==> src/rtl/sys_defs_pkg.sv <==
// sys_defs: shared types and constants for the out-of-order core.
//   INST              decoded instruction word
//   MAPTABLE_PACKET   rename tag plus ready bit from the register map table
//   RS_ENTRY          one reservation station slot
//   RS_ISSUE_PACKET   payload handed to the execute stage on issue
//   RS_SIZE_DEFAULT   default reservation station depth
package sys_defs;

   localparam logic TRUE  = 1'b1;
   localparam logic FALSE = 1'b0;

   localparam int ROB_TAG_LEN     = 5;
   localparam int RS_SIZE_DEFAULT = 8;

   typedef logic [31:0]            INST;
   typedef logic [ROB_TAG_LEN-1:0] ROB_TAG;

   typedef struct packed {
      ROB_TAG rob_tag;
      logic   rob_tag_ready;
   } MAPTABLE_PACKET;

   typedef struct packed {
      logic        valid;
      INST         inst;
      logic [31:0] pc;
      ROB_TAG      rob_tag;
      ROB_TAG      rs1_tag;
      logic        rs1_ready;
      ROB_TAG      rs2_tag;
      logic        rs2_ready;
   } RS_ENTRY;

   typedef struct packed {
      INST         inst;
      logic [31:0] pc;
      ROB_TAG      rob_tag;
      ROB_TAG      rs1_tag;
      ROB_TAG      rs2_tag;
   } RS_ISSUE_PACKET;

   // Tag 0 means "value in the register file", so it never matches a broadcast.
   function automatic logic tag_hit(input logic wb_valid, input ROB_TAG wb_tag,
                                    input ROB_TAG tag);
      return wb_valid && (wb_tag != '0) && (wb_tag == tag);
   endfunction

endpackage

==> src/rtl/reservation_station_select.sv <==
// rs_select: priority picker.
//   req    in   N     candidate vector
//   age    in   NxN   age[j][i]=1 means entry j is older than entry i
//   valid  out  1     some request is set
//   index  out  IDX   chosen entry
// Picks the lowest index among requests with no older requester; with age tied
// to zero this degenerates to a plain lowest-index priority encoder.
module rs_select #(
   parameter int N   = 8,
   parameter int IDX = $clog2(N)
) (
   input  logic [N-1:0]        req,
   input  logic [N-1:0][N-1:0] age,
   output logic                valid,
   output logic [IDX-1:0]      index
);

   logic [N-1:0] eligible;

   always_comb begin
      eligible = '0;
      for (int i = 0; i < N; i++) begin
         eligible[i] = req[i];
         for (int j = 0; j < N; j++) begin
            if (req[j] && age[j][i]) eligible[i] = 1'b0;
         end
      end
      valid = |req;
      index = '0;
      for (int i = N - 1; i >= 0; i--) begin
         if (eligible[i]) index = IDX'(i);
      end
   end

endmodule

==> src/rtl/reservation_station.sv <==
// reservation_station: out-of-order issue buffer between dispatch and execute.
//   clock, reset                 clock; synchronous active-high reset
//   dispatch_*, uses_rs1/2       new instruction and its operand rename packets
//   full, count                  registered occupancy
//   wb_valid, wb_rob_tag         writeback broadcast used for wakeup
//   issue_ready/valid/packet     one issue per cycle to the execute stage
//   flush                        squash every entry at the next edge
// Build option: define RS_OLDEST_FIRST_EN to select the oldest ready entry via
// an age matrix; otherwise the lowest-index ready entry is selected.
module reservation_station
   import sys_defs::*;
#(
   parameter int RS_SIZE = RS_SIZE_DEFAULT,
   parameter int IDX_LEN = $clog2(RS_SIZE)
) (
   input  logic                   clock,
   input  logic                   reset,
   input  logic                   dispatch_valid,
   input  INST                    dispatch_inst,
   input  logic [31:0]            dispatch_pc,
   input  logic [ROB_TAG_LEN-1:0] dispatch_rob_tag,
   input  MAPTABLE_PACKET         dispatch_rs1,
   input  MAPTABLE_PACKET         dispatch_rs2,
   input  logic                   uses_rs1,
   input  logic                   uses_rs2,
   output logic                   full,
   output logic [IDX_LEN:0]       count,
   input  logic                   wb_valid,
   input  logic [ROB_TAG_LEN-1:0] wb_rob_tag,
   input  logic                   issue_ready,
   output logic                   issue_valid,
   output RS_ISSUE_PACKET         issue_packet,
   input  logic                   flush
);

   RS_ENTRY entries_q [RS_SIZE];
   RS_ENTRY entries_d [RS_SIZE];

   logic [RS_SIZE-1:0]              valid_vec, ready_vec, free_vec;
   logic [RS_SIZE-1:0][RS_SIZE-1:0] age;
   logic [IDX_LEN-1:0]              issue_idx, alloc_idx;
   logic                            free_valid, alloc_fire, issue_fire;
   logic [IDX_LEN:0]                count_q, count_d;
   logic                            full_q;

   always_comb begin
      for (int i = 0; i < RS_SIZE; i++) begin
         valid_vec[i] = entries_q[i].valid;
         ready_vec[i] = entries_q[i].valid && entries_q[i].rs1_ready && entries_q[i].rs2_ready;
      end
      free_vec = ~valid_vec;
   end

   rs_select #(.N(RS_SIZE), .IDX(IDX_LEN)) u_issue_select (
      .req   (ready_vec),
      .age   (age),
      .valid (issue_valid),
      .index (issue_idx)
   );

   rs_select #(.N(RS_SIZE), .IDX(IDX_LEN)) u_alloc_select (
      .req   (free_vec),
      .age   ('0),
      .valid (free_valid),
      .index (alloc_idx)
   );

   // Slots freed by this cycle's issue are not reusable until the next cycle.
   assign alloc_fire = dispatch_valid && !full_q && free_valid && !flush;
   assign issue_fire = issue_valid && issue_ready;

   always_comb begin
      issue_packet = '0;
      if (issue_valid) begin
         issue_packet.inst    = entries_q[issue_idx].inst;
         issue_packet.pc      = entries_q[issue_idx].pc;
         issue_packet.rob_tag = entries_q[issue_idx].rob_tag;
         issue_packet.rs1_tag = entries_q[issue_idx].rs1_tag;
         issue_packet.rs2_tag = entries_q[issue_idx].rs2_tag;
      end
   end

   always_comb begin
      for (int i = 0; i < RS_SIZE; i++) begin
         entries_d[i] = entries_q[i];
         if (entries_q[i].valid) begin
            if (tag_hit(wb_valid, wb_rob_tag, entries_q[i].rs1_tag)) entries_d[i].rs1_ready = TRUE;
            if (tag_hit(wb_valid, wb_rob_tag, entries_q[i].rs2_tag)) entries_d[i].rs2_ready = TRUE;
         end
      end
      if (issue_fire) entries_d[issue_idx].valid = FALSE;
      if (alloc_fire) begin
         entries_d[alloc_idx].valid     = TRUE;
         entries_d[alloc_idx].inst      = dispatch_inst;
         entries_d[alloc_idx].pc        = dispatch_pc;
         entries_d[alloc_idx].rob_tag   = dispatch_rob_tag;
         entries_d[alloc_idx].rs1_tag   = dispatch_rs1.rob_tag;
         entries_d[alloc_idx].rs2_tag   = dispatch_rs2.rob_tag;
         entries_d[alloc_idx].rs1_ready = dispatch_rs1.rob_tag_ready || !uses_rs1
                                          || (dispatch_rs1.rob_tag == '0)
                                          || tag_hit(wb_valid, wb_rob_tag, dispatch_rs1.rob_tag);
         entries_d[alloc_idx].rs2_ready = dispatch_rs2.rob_tag_ready || !uses_rs2
                                          || (dispatch_rs2.rob_tag == '0)
                                          || tag_hit(wb_valid, wb_rob_tag, dispatch_rs2.rob_tag);
      end
      if (flush) begin
         for (int i = 0; i < RS_SIZE; i++) entries_d[i].valid = FALSE;
      end
      count_d = '0;
      for (int i = 0; i < RS_SIZE; i++) begin
         count_d = count_d + (IDX_LEN + 1)'(entries_d[i].valid);
      end
   end

   always_ff @(posedge clock) begin
      if (reset) begin
         for (int i = 0; i < RS_SIZE; i++) entries_q[i] <= '0;
         count_q <= '0;
         full_q  <= FALSE;
      end else begin
         for (int i = 0; i < RS_SIZE; i++) entries_q[i] <= entries_d[i];
         count_q <= count_d;
         full_q  <= (count_d == (IDX_LEN + 1)'(RS_SIZE));
      end
   end

   assign count = count_q;
   assign full  = full_q;

`ifdef RS_OLDEST_FIRST_EN
   // age_q[r][c]=1: entry r was allocated before entry c. Rows of invalid
   // entries may hold stale bits; the picker masks them with the request vector.
   logic [RS_SIZE-1:0][RS_SIZE-1:0] age_q;

   always_ff @(posedge clock) begin
      if (reset) begin
         age_q <= '0;
      end else if (alloc_fire) begin
         age_q[alloc_idx] <= '0;
         for (int r = 0; r < RS_SIZE; r++) begin
            if ((r != int'(alloc_idx)) && valid_vec[r]) age_q[r][alloc_idx] <= 1'b1;
         end
      end
   end

   assign age = age_q;
`else
   assign age = '0;
`endif

endmodule

==> config.mk <==
export PLATFORM = sky130hd
export DESIGN_NAME = reservation_station
export DESIGN_NICKNAME = d
export VERILOG_FILES = /design/src/rtl/sys_defs_pkg.sv /design/src/rtl/reservation_station_select.sv /design/src/rtl/reservation_station.sv
export SDC_FILE = /design/constraint.sdc
export NUM_CORES = 2
export LEC_CHECK = 0
export CELL_PAD_IN_SITES_DETAIL_PLACEMENT = 2
export CELL_PAD_IN_SITES_GLOBAL_PLACEMENT = 2
export CORE_MARGIN = 5
export CORE_UTILIZATION = 33
export DETAILED_ROUTE_END_ITERATION = 10
export PLACE_DENSITY = 0.88
export SLEW_MARGIN = 10
export SYNTH_ARGS = -nofsm -noshare
export SYNTH_HDL_FRONTEND = slang
export SYNTH_HIERARCHICAL = 1
export SYNTH_SLANG_ARGS = --single-unit
==> constraint.sdc <==
create_clock -name clock -period 5 [get_ports clock]
set_input_delay 1 -clock clock [delete_from_list [all_inputs] [get_ports clock]]
set_output_delay 1 -clock clock [all_outputs]
set_load 0.01 [all_outputs]
==> flow_summary.toml <==
[outcome]
status = "finished with violations"
violations = "negative setup slack"

[sta]
finClkSkew_ps = 24.9
rsz0062_at_grt = "true"
finalMaxSlewViolations = 0
worst_pin_slew_ps = 1130
period_needed_ps = 5050
fin_hold_ws_ps = 453
fin_tns_setup_ps = -53.5
relSlewSlack = 0.245
finalSetupViolCount = 2
finalHoldViolations = 0
setup_ws_ps = -50.0
fmax_ghz = 0.198
period_share = 1.01

[die]
design.die.area_mm2 = 0.0987
dieWidth_um = 314
initial_core_util = 0.333
core_area_mm2 = 0.0918
ios = 179
row_count = 111
fp.dieH_um = 314

[worst_setup_path]
worstPathCellList = "and3_4 > inv_1 > a211oi_2 > and4_1 > or2_4 > a311oi_4 > buf_4 > buf_6 > buf_16 > buf_4 > nand3_4 > a21oi_4 > nor2_2 > fa_1 > inv_1 > fa_1 > fa_1 > inv_1 > ha_2 > inv_1 > fa_2 > xor2_2 > and4b_1"
cpMaxStageDelayCell = "fa_1"
crit_buf_inv = 8
crit_fanout = 5
max_stage_delay_ps = 560
path_class = "reg2reg"
worst-endpoint-arrival_ps = 5610
end_kind = "register"
regToRegSetupSlack_ps = -50
crit_required_ps = 5560
crit_family = "adder cells"
critPathLaunchType = "register"
cp_common_cell = "inv_1"

[power]
p_per_area_mw_per_mm2 = 321
p_leak_nw = 13.3
peakVddDrop_mv = 0.231

[route]
vias = 30100
ant_nets = 0
dr.pass1.iters = 5
wl_per_cell_um = 30.6
drc = 0
initialDrtViolationCount = 2502
drt-total-wl_um = 157000
viasPerCell = 5.84

[synth]
synth_flop_cell = "dfxtp_1"
yosys_warnings = 6
synth_edf_count = 0
avgSynthCellArea_um2 = 8.36
netlist_area_mm2 = 0.0305
synth-seq-cells = 661
synthTopCellsByArea = "dfxtp_1, nand2_1, mux4_2, a21oi_1, buf_2"
synth_largest_area_cell = "dfxtp_1"
seq_area_frac_synth = 0.433
synth_top_area_frac = 0.433
syn_inst = 3653
async_reset_ff_frac = 0
yosysUniqueCellTypes = 46

[clock_network]
h-tree-depth = 3
cts_tree = "yes"
path_clk_slew_ps = 70
ctsHoldBuffers = 0
worstSkewPairLatency_ps = 670
ctsLongestPathBuffers = 3
cts.sinks = 661
cts_root_buffer = "clkbuf_16"
cts_made_buffers = 78

[final_layout]
nFillCells = 9855
layout_commonest_cell = "nand2_1"
mostFrequentLayoutCells = "nand2_1, dfxtp_1, a21oi_1, mux4_2, conb_1"
post-route-util = 0.415
syn_to_final_growth_pct = 24.8
finalNetCount = 3941
drive_above_1_share = 0.147

[placement]
dp_worst_setup_slack_ps = -60.2
gp_congestion = 0.810
io_buffers = 178
dp_hpwl_um = 70200

[run]
cap_violations = 0

[global_route]
antenna_found_initial = 14
overflow = 0
grt_pass1_wl_um = 216000
grt_util_all_layers = 0.285
grt_pass1_vias = 33200
grt_max_degree = 125

[min_path]
holdCritPathClass = "reg2reg"
[where the power goes]
group	internal (W)	switching [W]
clock network	0.00360	0.00267
logic	0.000203	0.000433
registers	0.00530	0.0000305
[sequential cells by signal (all words and copies together) (netlist names)]
name	count
full	1
entries_q	656
count	4
[final cells by class]
class	count	area, um2	area share
Multi-Input combinational cell	2717	16400	0.430
Timing Repair Buffer	359	4140	0.108
Inverter	23	86.3	0.00226
Clock inverter	29	423	0.0111
Sequential cell	661	13300	0.347
Clock buffer	109	2260	0.0593
Antenna cell	9	22.5	0.000591
Tap cell	1243	1560	0.0408
[stage by stage]
stage,cells,instance area [um2],total power [W]
5_1_grt,5146,38100,0.0125
3_3_place_gp,4908,33600,0.00599
6_report,5150,38100,0.0122
2_1_floorplan,3780,31000,0.00580
3_5_place_dp,4908,33600,0.00601
4_1_cts,5081,37000,0.0121
[worst register-to-register path: cells and delay by family (launching register included)]
family | cells | cell delay [ps]
simple gates | 6 | 970
flops | 1 | 340
xor+xnor | 1 | 160
fa+ha+maj | 5 | 2110
compound gates | 3 | 510
buf+inv | 8 | 850
[metal layers]
metal	wire length, um	up-vias	share of wire	track usage
met2	78200	1547	0.50	0.507
met4	10900	10	0.069	0.158
met1	57300	15400	0.36	0.325
li1	-	12500	-	-
met5	56	-	0.00036	0
met3	11000	646	0.070	0.0508
[cells by family after synthesis]
family | share of synthesized area
buffers and inverters | 0.0608
and+or+nand+nor | 0.201
adders and majority gates | 0.00385
AOI/OAI and AO/OA | 0.132
xor gates and xnor gates | 0.0261
other | 0.000123
DFF | 0.433
muxes | 0.142
[cells in the mapped netlist, drive strengths merged (3+ instances only)]
cell    instances
nand2        1293
dfxtp         661
a21oi         643
buf           228
mux4          158
clkbuf        151
nor2b          83
mux2i          79
xnor2          52
a22oi          48
a211oi         40
xor2           39
nor2           36
nand3          26
inv            23
nor4           20
nand4          10
and3            9
nand4b          6
nand2b          5
or2             5
fa              4
nor3            4
o211ai          4
and4b           3
and4bb          3
ha              3
or4             3
[path summary, 6_finish.rpt]
| kind | start | end | depth (start not counted) |
|---|---|---|---|
| worst max-delay path | entries_q[2][6]$_SDFF_PP0_ | full$_SDFF_PP0_ | 23 |
| worst min-delay path | entries_q[2][12]$_SDFFE_PP0P_ | entries_q[2][12]$_SDFFE_PP0P_ | 2 |
| worst max register to register | entries_q[2][6]$_SDFF_PP0_ | full$_SDFF_PP0_ | 23 |
| worst min register to register | entries_q[2][12]$_SDFFE_PP0P_ | entries_q[2][12]$_SDFFE_PP0P_ | 2 |
[repair_timing]
item	in CTS	in global routing
resized for setup	73	128
cloned	17	7
pin swaps	5	16
setup endpoints to repair	81	79
setup buffers	18	54
No activity file was read; power rests on OpenSTA's default activity.
